==> config.mk <==
export PLATFORM = sky130hd
export DESIGN_NAME = control_fsm_flat
export DESIGN_NICKNAME = d
export VERILOG_FILES = /design/src/rtl/control_fsm_if.sv /design/src/rtl/control_fsm.sv /design/src/flat_wrapper.sv
export SDC_FILE = /design/constraint.sdc
export NUM_CORES = 1
export LEC_CHECK = 0
export CAP_MARGIN = 20
export CORE_ASPECT_RATIO = 2
export CORE_MARGIN = 3
export CORE_UTILIZATION = 51
export CTS_CLUSTER_DIAMETER = 80
export DETAILED_ROUTE_END_ITERATION = 7
export PLACE_DENSITY = 0.82
export SLEW_MARGIN = 0
export SYNTH_ARGS = -nofsm -noshare
export SYNTH_HDL_FRONTEND = slang
export SYNTH_SLANG_ARGS = --single-unit
==> constraint.sdc <==
create_clock -name clk -period 2 [get_ports clk]
set_clock_uncertainty 0.05 [all_clocks]
set_input_delay 0.3 -clock clk [delete_from_list [all_inputs] [get_ports clk]]
set_output_delay 0.3 -clock clk [all_outputs]
set_load 0.01 [all_outputs]
==> src/rtl/control_fsm_if.sv <==
// Handshake/control bundle between control_fsm and the CPU datapath.
// master is the control unit; slave is the datapath/memory side.
interface control_fsm_if #(
    parameter int OPCODE_W   = 5,
    parameter int ALU_MODE_W = 3
);
    logic [OPCODE_W-1:0]   opcode_i;
    logic                  imem_ack_i;
    logic                  dmem_ack_i;
    logic                  branch_cond_i;
    logic                  imem_req_o;
    logic                  ir_load_o;
    logic [ALU_MODE_W-1:0] alu_mode_o;
    logic                  alu_a_sel_o;
    logic                  alu_b_sel_o;
    logic                  dmem_req_o;
    logic                  mem_write_en_o;
    logic                  rf_write_en_o;
    logic                  rf_write_sel_o;
    logic                  pc_inc_o;
    logic                  pc_load_o;
    logic                  fault_o;

    modport master (
        input  opcode_i, imem_ack_i, dmem_ack_i, branch_cond_i,
        output imem_req_o, ir_load_o, alu_mode_o, alu_a_sel_o,
        output alu_b_sel_o, dmem_req_o, mem_write_en_o,
        output rf_write_en_o, rf_write_sel_o, pc_inc_o,
        output pc_load_o, fault_o
    );

    modport slave (
        output opcode_i, imem_ack_i, dmem_ack_i, branch_cond_i,
        input  imem_req_o, ir_load_o, alu_mode_o, alu_a_sel_o,
        input  alu_b_sel_o, dmem_req_o, mem_write_en_o,
        input  rf_write_en_o, rf_write_sel_o, pc_inc_o,
        input  pc_load_o, fault_o
    );
endinterface

==> src/rtl/control_fsm.sv <==
// Multi-cycle control unit for the accumulator CPU: FETCH/DECODE/EXEC/MEM/WB
// sequencing with registered datapath controls and a memory-ack watchdog.
module control_fsm #(
    parameter int OPCODE_W   = 5,
    parameter int ALU_MODE_W = 3,
    parameter int TIMEOUT    = 16
) (
    input logic           clk,
    input logic           rst_n,
    control_fsm_if.master bus
);
    localparam int CNT_W = (TIMEOUT > 2) ? $clog2(TIMEOUT) : 1;
    localparam logic [CNT_W-1:0] CNT_LAST = CNT_W'(TIMEOUT - 1);

    localparam logic [ALU_MODE_W-1:0] ALU_ADD = ALU_MODE_W'(0);
    localparam logic [ALU_MODE_W-1:0] ALU_SH  = ALU_MODE_W'(1);
    localparam logic [ALU_MODE_W-1:0] ALU_NOT = ALU_MODE_W'(2);
    localparam logic [ALU_MODE_W-1:0] ALU_AND = ALU_MODE_W'(3);
    localparam logic [ALU_MODE_W-1:0] ALU_OR  = ALU_MODE_W'(4);
    localparam logic [ALU_MODE_W-1:0] ALU_XOR = ALU_MODE_W'(5);
    localparam logic [ALU_MODE_W-1:0] ALU_BYP = ALU_MODE_W'(6);

    typedef enum logic [2:0] {
        FETCH, DECODE, EXEC, MEM, WB, HALT
    } state_e;

    typedef enum logic [2:0] {
        K_ALU, K_LB, K_SB, K_JMP, K_BR, K_NOP
    } kind_e;

    state_e                state_q;
    kind_e                 kind_q;
    kind_e                 kind_d;
    logic [ALU_MODE_W-1:0] mode_q, mode_d;
    logic                  a_q, a_d;
    logic                  b_q, b_d;
    logic [CNT_W-1:0]      cnt_q;
    logic                  imem_req_q, dmem_req_q, we_q;
    logic                  rf_we_q, rf_sel_q;
    logic                  pc_inc_q, pc_load_q, br_q, fault_q;

    logic [3:0] op;
    logic       lsb;

    assign op  = bus.opcode_i[OPCODE_W-1 -: 4];
    assign lsb = bus.opcode_i[0];

    // bit0 has no meaning for lb/sb/jmpadr, so those variants are reserved
    always_comb begin
        mode_d = ALU_ADD;
        kind_d = K_ALU;
        unique casez (op)
            4'b000?: mode_d = ALU_ADD;
            4'b001?: mode_d = ALU_SH;
            4'b0100: mode_d = ALU_NOT;
            4'b0101: mode_d = ALU_AND;
            4'b0110: mode_d = ALU_OR;
            4'b0111: mode_d = ALU_XOR;
            4'b1000: mode_d = ALU_BYP;
            4'b1001: begin
                mode_d = ALU_BYP;
                kind_d = lsb ? K_NOP : K_LB;
            end
            4'b1010: begin
                mode_d = ALU_BYP;
                kind_d = lsb ? K_NOP : K_SB;
            end
            4'b1011: begin
                mode_d = ALU_BYP;
                kind_d = lsb ? K_NOP : K_JMP;
            end
            4'b1100: kind_d = K_JMP;
            4'b1101, 4'b111?: kind_d = K_BR;
        endcase
        a_d = (op[3:2] == 2'b11) | ((op == 4'b1000) & lsb);
        b_d = (op[3:2] == 2'b11) | ((op[3:2] == 2'b00) & op[0]);
    end

    always_ff @(posedge clk) begin
        if (!rst_n) begin
            state_q    <= FETCH;
            kind_q     <= K_ALU;
            {mode_q, a_q, b_q} <= '0;
            cnt_q      <= '0;
            imem_req_q <= 1'b0;
            dmem_req_q <= 1'b0;
            we_q       <= 1'b0;
            rf_we_q    <= 1'b0;
            rf_sel_q   <= 1'b0;
            pc_inc_q   <= 1'b0;
            pc_load_q  <= 1'b0;
            br_q       <= 1'b0;
            fault_q    <= 1'b0;
        end else begin
            rf_we_q   <= 1'b0;
            rf_sel_q  <= 1'b0;
            pc_inc_q  <= 1'b0;
            pc_load_q <= 1'b0;
            br_q      <= 1'b0;
            unique case (state_q)
                FETCH: begin
                    if (imem_req_q && bus.imem_ack_i) begin
                        imem_req_q <= 1'b0;
                        cnt_q      <= '0;
                        state_q    <= DECODE;
                    end else if (imem_req_q && cnt_q == CNT_LAST) begin
                        imem_req_q <= 1'b0;
                        cnt_q      <= '0;
                        fault_q    <= 1'b1;
                        state_q    <= HALT;
                    end else begin
                        // first cycle after reset only raises the request
                        imem_req_q <= 1'b1;
                        if (imem_req_q) cnt_q <= cnt_q + CNT_W'(1);
                    end
                end
                DECODE: begin
                    kind_q    <= kind_d;
                    mode_q    <= mode_d;
                    a_q       <= a_d;
                    b_q       <= b_d;
                    pc_load_q <= (kind_d == K_JMP);
                    pc_inc_q  <= (kind_d == K_NOP);
                    br_q      <= (kind_d == K_BR);
                    state_q   <= EXEC;
                end
                EXEC: begin
                    if (kind_q == K_LB || kind_q == K_SB) begin
                        dmem_req_q <= 1'b1;
                        we_q       <= (kind_q == K_SB);
                        state_q    <= MEM;
                    end else if (kind_q == K_ALU) begin
                        rf_we_q  <= 1'b1;
                        pc_inc_q <= 1'b1;
                        state_q  <= WB;
                    end else begin
                        {mode_q, a_q, b_q} <= '0;
                        imem_req_q <= 1'b1;
                        state_q    <= FETCH;
                    end
                end
                MEM: begin
                    if (bus.dmem_ack_i) begin
                        dmem_req_q <= 1'b0;
                        we_q       <= 1'b0;
                        cnt_q      <= '0;
                        if (kind_q == K_SB) begin
                            {mode_q, a_q, b_q} <= '0;
                            imem_req_q <= 1'b1;
                            state_q    <= FETCH;
                        end else begin
                            rf_we_q  <= 1'b1;
                            rf_sel_q <= 1'b1;
                            pc_inc_q <= 1'b1;
                            state_q  <= WB;
                        end
                    end else if (cnt_q == CNT_LAST) begin
                        {mode_q, a_q, b_q} <= '0;
                        dmem_req_q <= 1'b0;
                        we_q       <= 1'b0;
                        cnt_q      <= '0;
                        fault_q    <= 1'b1;
                        state_q    <= HALT;
                    end else begin
                        cnt_q <= cnt_q + CNT_W'(1);
                    end
                end
                WB: begin
                    {mode_q, a_q, b_q} <= '0;
                    imem_req_q <= 1'b1;
                    state_q    <= FETCH;
                end
                HALT: state_q <= HALT;
                default: state_q <= HALT;
            endcase
        end
    end

    // ack/compare-qualified strobes resolve in the cycle the input arrives
    assign bus.imem_req_o     = imem_req_q;
    assign bus.ir_load_o      = rst_n & imem_req_q & bus.imem_ack_i;
    assign bus.alu_mode_o     = mode_q;
    assign bus.alu_a_sel_o    = a_q;
    assign bus.alu_b_sel_o    = b_q;
    assign bus.dmem_req_o     = rst_n & dmem_req_q;
    assign bus.mem_write_en_o = rst_n & we_q;
    assign bus.rf_write_en_o  = rst_n & rf_we_q;
    assign bus.rf_write_sel_o = rf_sel_q;
    assign bus.pc_inc_o       = rst_n & (pc_inc_q
                              | (br_q & ~bus.branch_cond_i)
                              | (dmem_req_q & we_q & bus.dmem_ack_i));
    assign bus.pc_load_o      = rst_n & (pc_load_q
                              | (br_q & bus.branch_cond_i));
    assign bus.fault_o        = fault_q;
endmodule

==> src/flat_wrapper.sv <==
// flat-port wrapper written by rule: the top's interface ports become plain ports
module control_fsm_flat 
#(
    parameter int OPCODE_W   = 5,
    parameter int ALU_MODE_W = 3,
    parameter int TIMEOUT    = 16
)
  (clk, rst_n, bus_opcode_i, bus_imem_ack_i, bus_dmem_ack_i, bus_branch_cond_i, bus_imem_req_o, bus_ir_load_o, bus_alu_mode_o, bus_alu_a_sel_o, bus_alu_b_sel_o, bus_dmem_req_o, bus_mem_write_en_o, bus_rf_write_en_o, bus_rf_write_sel_o, bus_pc_inc_o, bus_pc_load_o, bus_fault_o);
  control_fsm_if #(.OPCODE_W(OPCODE_W), .ALU_MODE_W(ALU_MODE_W)) bus_i ();
  input logic clk;
  input logic rst_n;
  input wire logic [$bits(bus_i.opcode_i)-1:0] bus_opcode_i;
  input wire logic [$bits(bus_i.imem_ack_i)-1:0] bus_imem_ack_i;
  input wire logic [$bits(bus_i.dmem_ack_i)-1:0] bus_dmem_ack_i;
  input wire logic [$bits(bus_i.branch_cond_i)-1:0] bus_branch_cond_i;
  output wire logic [$bits(bus_i.imem_req_o)-1:0] bus_imem_req_o;
  output wire logic [$bits(bus_i.ir_load_o)-1:0] bus_ir_load_o;
  output wire logic [$bits(bus_i.alu_mode_o)-1:0] bus_alu_mode_o;
  output wire logic [$bits(bus_i.alu_a_sel_o)-1:0] bus_alu_a_sel_o;
  output wire logic [$bits(bus_i.alu_b_sel_o)-1:0] bus_alu_b_sel_o;
  output wire logic [$bits(bus_i.dmem_req_o)-1:0] bus_dmem_req_o;
  output wire logic [$bits(bus_i.mem_write_en_o)-1:0] bus_mem_write_en_o;
  output wire logic [$bits(bus_i.rf_write_en_o)-1:0] bus_rf_write_en_o;
  output wire logic [$bits(bus_i.rf_write_sel_o)-1:0] bus_rf_write_sel_o;
  output wire logic [$bits(bus_i.pc_inc_o)-1:0] bus_pc_inc_o;
  output wire logic [$bits(bus_i.pc_load_o)-1:0] bus_pc_load_o;
  output wire logic [$bits(bus_i.fault_o)-1:0] bus_fault_o;
  assign bus_i.opcode_i = bus_opcode_i;
  assign bus_i.imem_ack_i = bus_imem_ack_i;
  assign bus_i.dmem_ack_i = bus_dmem_ack_i;
  assign bus_i.branch_cond_i = bus_branch_cond_i;
  assign bus_imem_req_o = bus_i.imem_req_o;
  assign bus_ir_load_o = bus_i.ir_load_o;
  assign bus_alu_mode_o = bus_i.alu_mode_o;
  assign bus_alu_a_sel_o = bus_i.alu_a_sel_o;
  assign bus_alu_b_sel_o = bus_i.alu_b_sel_o;
  assign bus_dmem_req_o = bus_i.dmem_req_o;
  assign bus_mem_write_en_o = bus_i.mem_write_en_o;
  assign bus_rf_write_en_o = bus_i.rf_write_en_o;
  assign bus_rf_write_sel_o = bus_i.rf_write_sel_o;
  assign bus_pc_inc_o = bus_i.pc_inc_o;
  assign bus_pc_load_o = bus_i.pc_load_o;
  assign bus_fault_o = bus_i.fault_o;
  control_fsm #(.OPCODE_W(OPCODE_W), .ALU_MODE_W(ALU_MODE_W), .TIMEOUT(TIMEOUT)) u_core (.clk(clk), .rst_n(rst_n), .bus(bus_i));
endmodule
==> out/summary.txt <==
Most common cell after layout, fill and taps aside -> dfxtp_1
Clock sink total -> 24
Starting Density -> 0.545
Port Buffer Count -> 23
Die area -> 3290 µm²
Die H -> 78.2 µm
Tot Pwr -> 0.00176 W
Clock share of power -> 0.241
Crit start category -> register
CP max stage delay -> 540 ps
Slew margin rel. -> 0.661
Yosys cell types -> 45
Comb power frac -> 0.380
Largest net degree at the start of global routing -> 15
Setup Buffers After CTS -> 0
Row count -> 25
Fmax -> 532 MHz
Final worst path period share -> 0.939
Final setup fails -> 0
Syn nets -> 177
Area of the multi-input gates -> 800 µm²
Delay-heaviest family, CP -> buffers and inverters
WP data required -> 1650 ps
CP Class -> reg2out
Register area -> 480 µm²
Worst-Skew Late Latency -> 270 ps
Net Switching -> 0.000625 W
Switching share of power -> 0.356
Vias in the first global route -> 1429
WL final -> 3640 µm
Initial antenna violation count -> 0
Max Slew Vio Count -> 0
CP Cell Sequence -> and3_1 > clkdlybuf4s50_1
Yosys warns -> 0
Slew @ Worst Pin -> 503 ps
Bufs and invs on worst path -> 1
Share of layout cells above drive strength 1 -> 0.127
Synth Register Bits -> 24
Nets -> 209
Average wire per standard cell -> 16.2 µm
DR top layer -> met4
I/O pin count -> 24
Async set or reset register ratio after synthesis -> 0
DRT met1 WL -> 1290 µm
Global-route wire length before repair -> 6180 µm
Number of antenna-violating nets in the routed design -> 0
Final hold vios -> 0
Die width -> 42.1 µm
Met3 WL -> 123 µm
Most frequent cells in the layout -> 24 x dfxtp_1, 22 x a21oi_1, 20 x clkdlybuf4s50_1, 17 x nor2_1, 13 x buf_4
Clock-pin slew on the worst setup and hold paths -> 80 ps
Post-route DRC -> 0
Hold Path Class -> in2reg
Sequential Power Share -> 0.379
Avg Inst Size Synth -> 8.01 µm²
Status -> complete, no violations
Peak supply drop -> 0.554 mV
Leak -> 0.669 nW
Post-synthesis cell area -> 1330 µm²
Main synth FF type -> dfxtp_1
Critical path's slowest cell -> clkdlybuf4s50_1
Initial DRT Pass Iterations -> 4
Worst Path Max Fanout -> 9
WL met2 -> 2140 µm
Initial DRC Count -> 41
PD cells -> 1020 nW/µm²
Minimum clock period -> 1880 ps
Synthesized instance count -> 166
Root Buffer -> clkbuf_8
Sequential element share of the synthesized area -> 0.361
TritonCTS buffer count -> 3
Grt ovf -> 0
Cell-internal power -> 0.00113 W
Mean number of vias per cell -> 6.13
ANT cells -> 0
Area Growth Syn to Fin -> 30.2%
Max-cap violation count -> 0
Via count -> 1374
Gpl congestion -> 0.905
CTS Hold Bufs -> 0
Filler cells -> 192
Core area -> 2440 µm²
H-tree depth -> 1
Post-route setup TNS -> 0 ps
Post-synth EDFFs -> 0
TritonCTS clock tree -> built
GRT Overall Usage -> 0.236
Resized cells post-CTS -> 0
Critical path arrival -> 1530 ps
DP HPWL -> 2800 µm
RSZ-0062 raised after global routing -> false
Crit end category -> output pin
Clock buffer depth -> 2
[synth_stat cells (2+ instances only)]
cell,n,area (µm²)
nand2b_1,3,18.8
a21o_1,3,22.5
nand4b_1,2,17.5
clkbuf_1,4,15.0
nand4_1,2,12.5
o21bai_1,2,15.0
nor3_1,6,30.0
and2_1,3,18.8
mux2i_1,3,30.0
a211oi_1,2,15.0
or2_2,2,12.5
a21oi_1,23,115
o21ai_0,9,45.0
inv_1,3,11.3
nor3b_1,4,30.0
dfxtp_1,24,480
and3_1,2,12.5
a31oi_1,5,31.3
or3b_1,2,17.5
nand3b_1,4,30.0
o211a_1,2,20.0
nand3_1,5,25.0
buf_2,4,20.0
nor2_1,17,63.8
nand2_1,9,33.8
nor2b_1,2,12.5
[cells by family after synthesis]
group / Yosys count / share of synthesized area
xor+xnor: 1 / 0.00659
simple gates: 72 / 0.316
fa+ha+maj: 1 / 0.00941
buf+inv: 12 / 0.0405
compound gates: 53 / 0.244
mux: 3 / 0.0226
flops: 24 / 0.361
[sequential cells by signal, summed over array words and instances (netlist names), 3 cells and up]
register and cells:
u_core.state_q 3, u_core.bus.alu_mode_o 3, u_core.kind_q 3, u_core.cnt_q 4
[power by group through the flow]
stage | registers, W | logic, W | clock network (W)
global placement | 0.000665 | 0.000626 | 0
floorplan | 0.000623 | 0.000481 | 0
global route | 0.000676 | 0.000751 | 0.000444
CTS | 0.000660 | 0.000657 | 0.000430
detailed placement | 0.000671 | 0.000654 | 0
finish | 0.000667 | 0.000668 | 0.000423
[layer usage]
metal / vias up / GRT usage
met5: - / 0
met4: 0 / 0.0935
met3: 9 / 0.0229
met2: 42 / 0.481
met1: 650 / 0.227
li1: 673 / -
[per-stage QoR]
stage                      util  hold slack, ps  worst slack, ps  cells  area [µm²]
after floorplan               -             393              515    166        1330
after global placement    0.676             415             3.23    220        1650
after detailed placement  0.676             413             8.55    220        1650
after CTS                 0.705             437             5.89    224        1720
after global routing      0.710             445             18.5    224        1730
final                     0.710             402              122    224        1730
[area by class of cell]
class                           count  area share
Sequential cell                    24       0.277
Clock inverter                      1      0.0173
Multi-Input combinational cell    130       0.462
Tap cell                           27      0.0195
Inverter                            3     0.00650
Clock buffer                        3      0.0238
Timing Repair Buffer               36       0.194
[worst paths after layout]
path / from / endpoint / slack (ps) / cells after the start
worst max register to register: u_core.cnt_q[0] / u_core.bus.imem_req_o / 160 / 5
worst min register to register: u_core.bus.fault_o / u_core.bus.fault_o / 430 / 2
worst max-delay path: u_core.bus.imem_req_o / bus_ir_load_o / 120 / 2
worst min-delay path: rst_n / u_core.we_q / 400 / 2
Power figures use the tool's default switching activity.
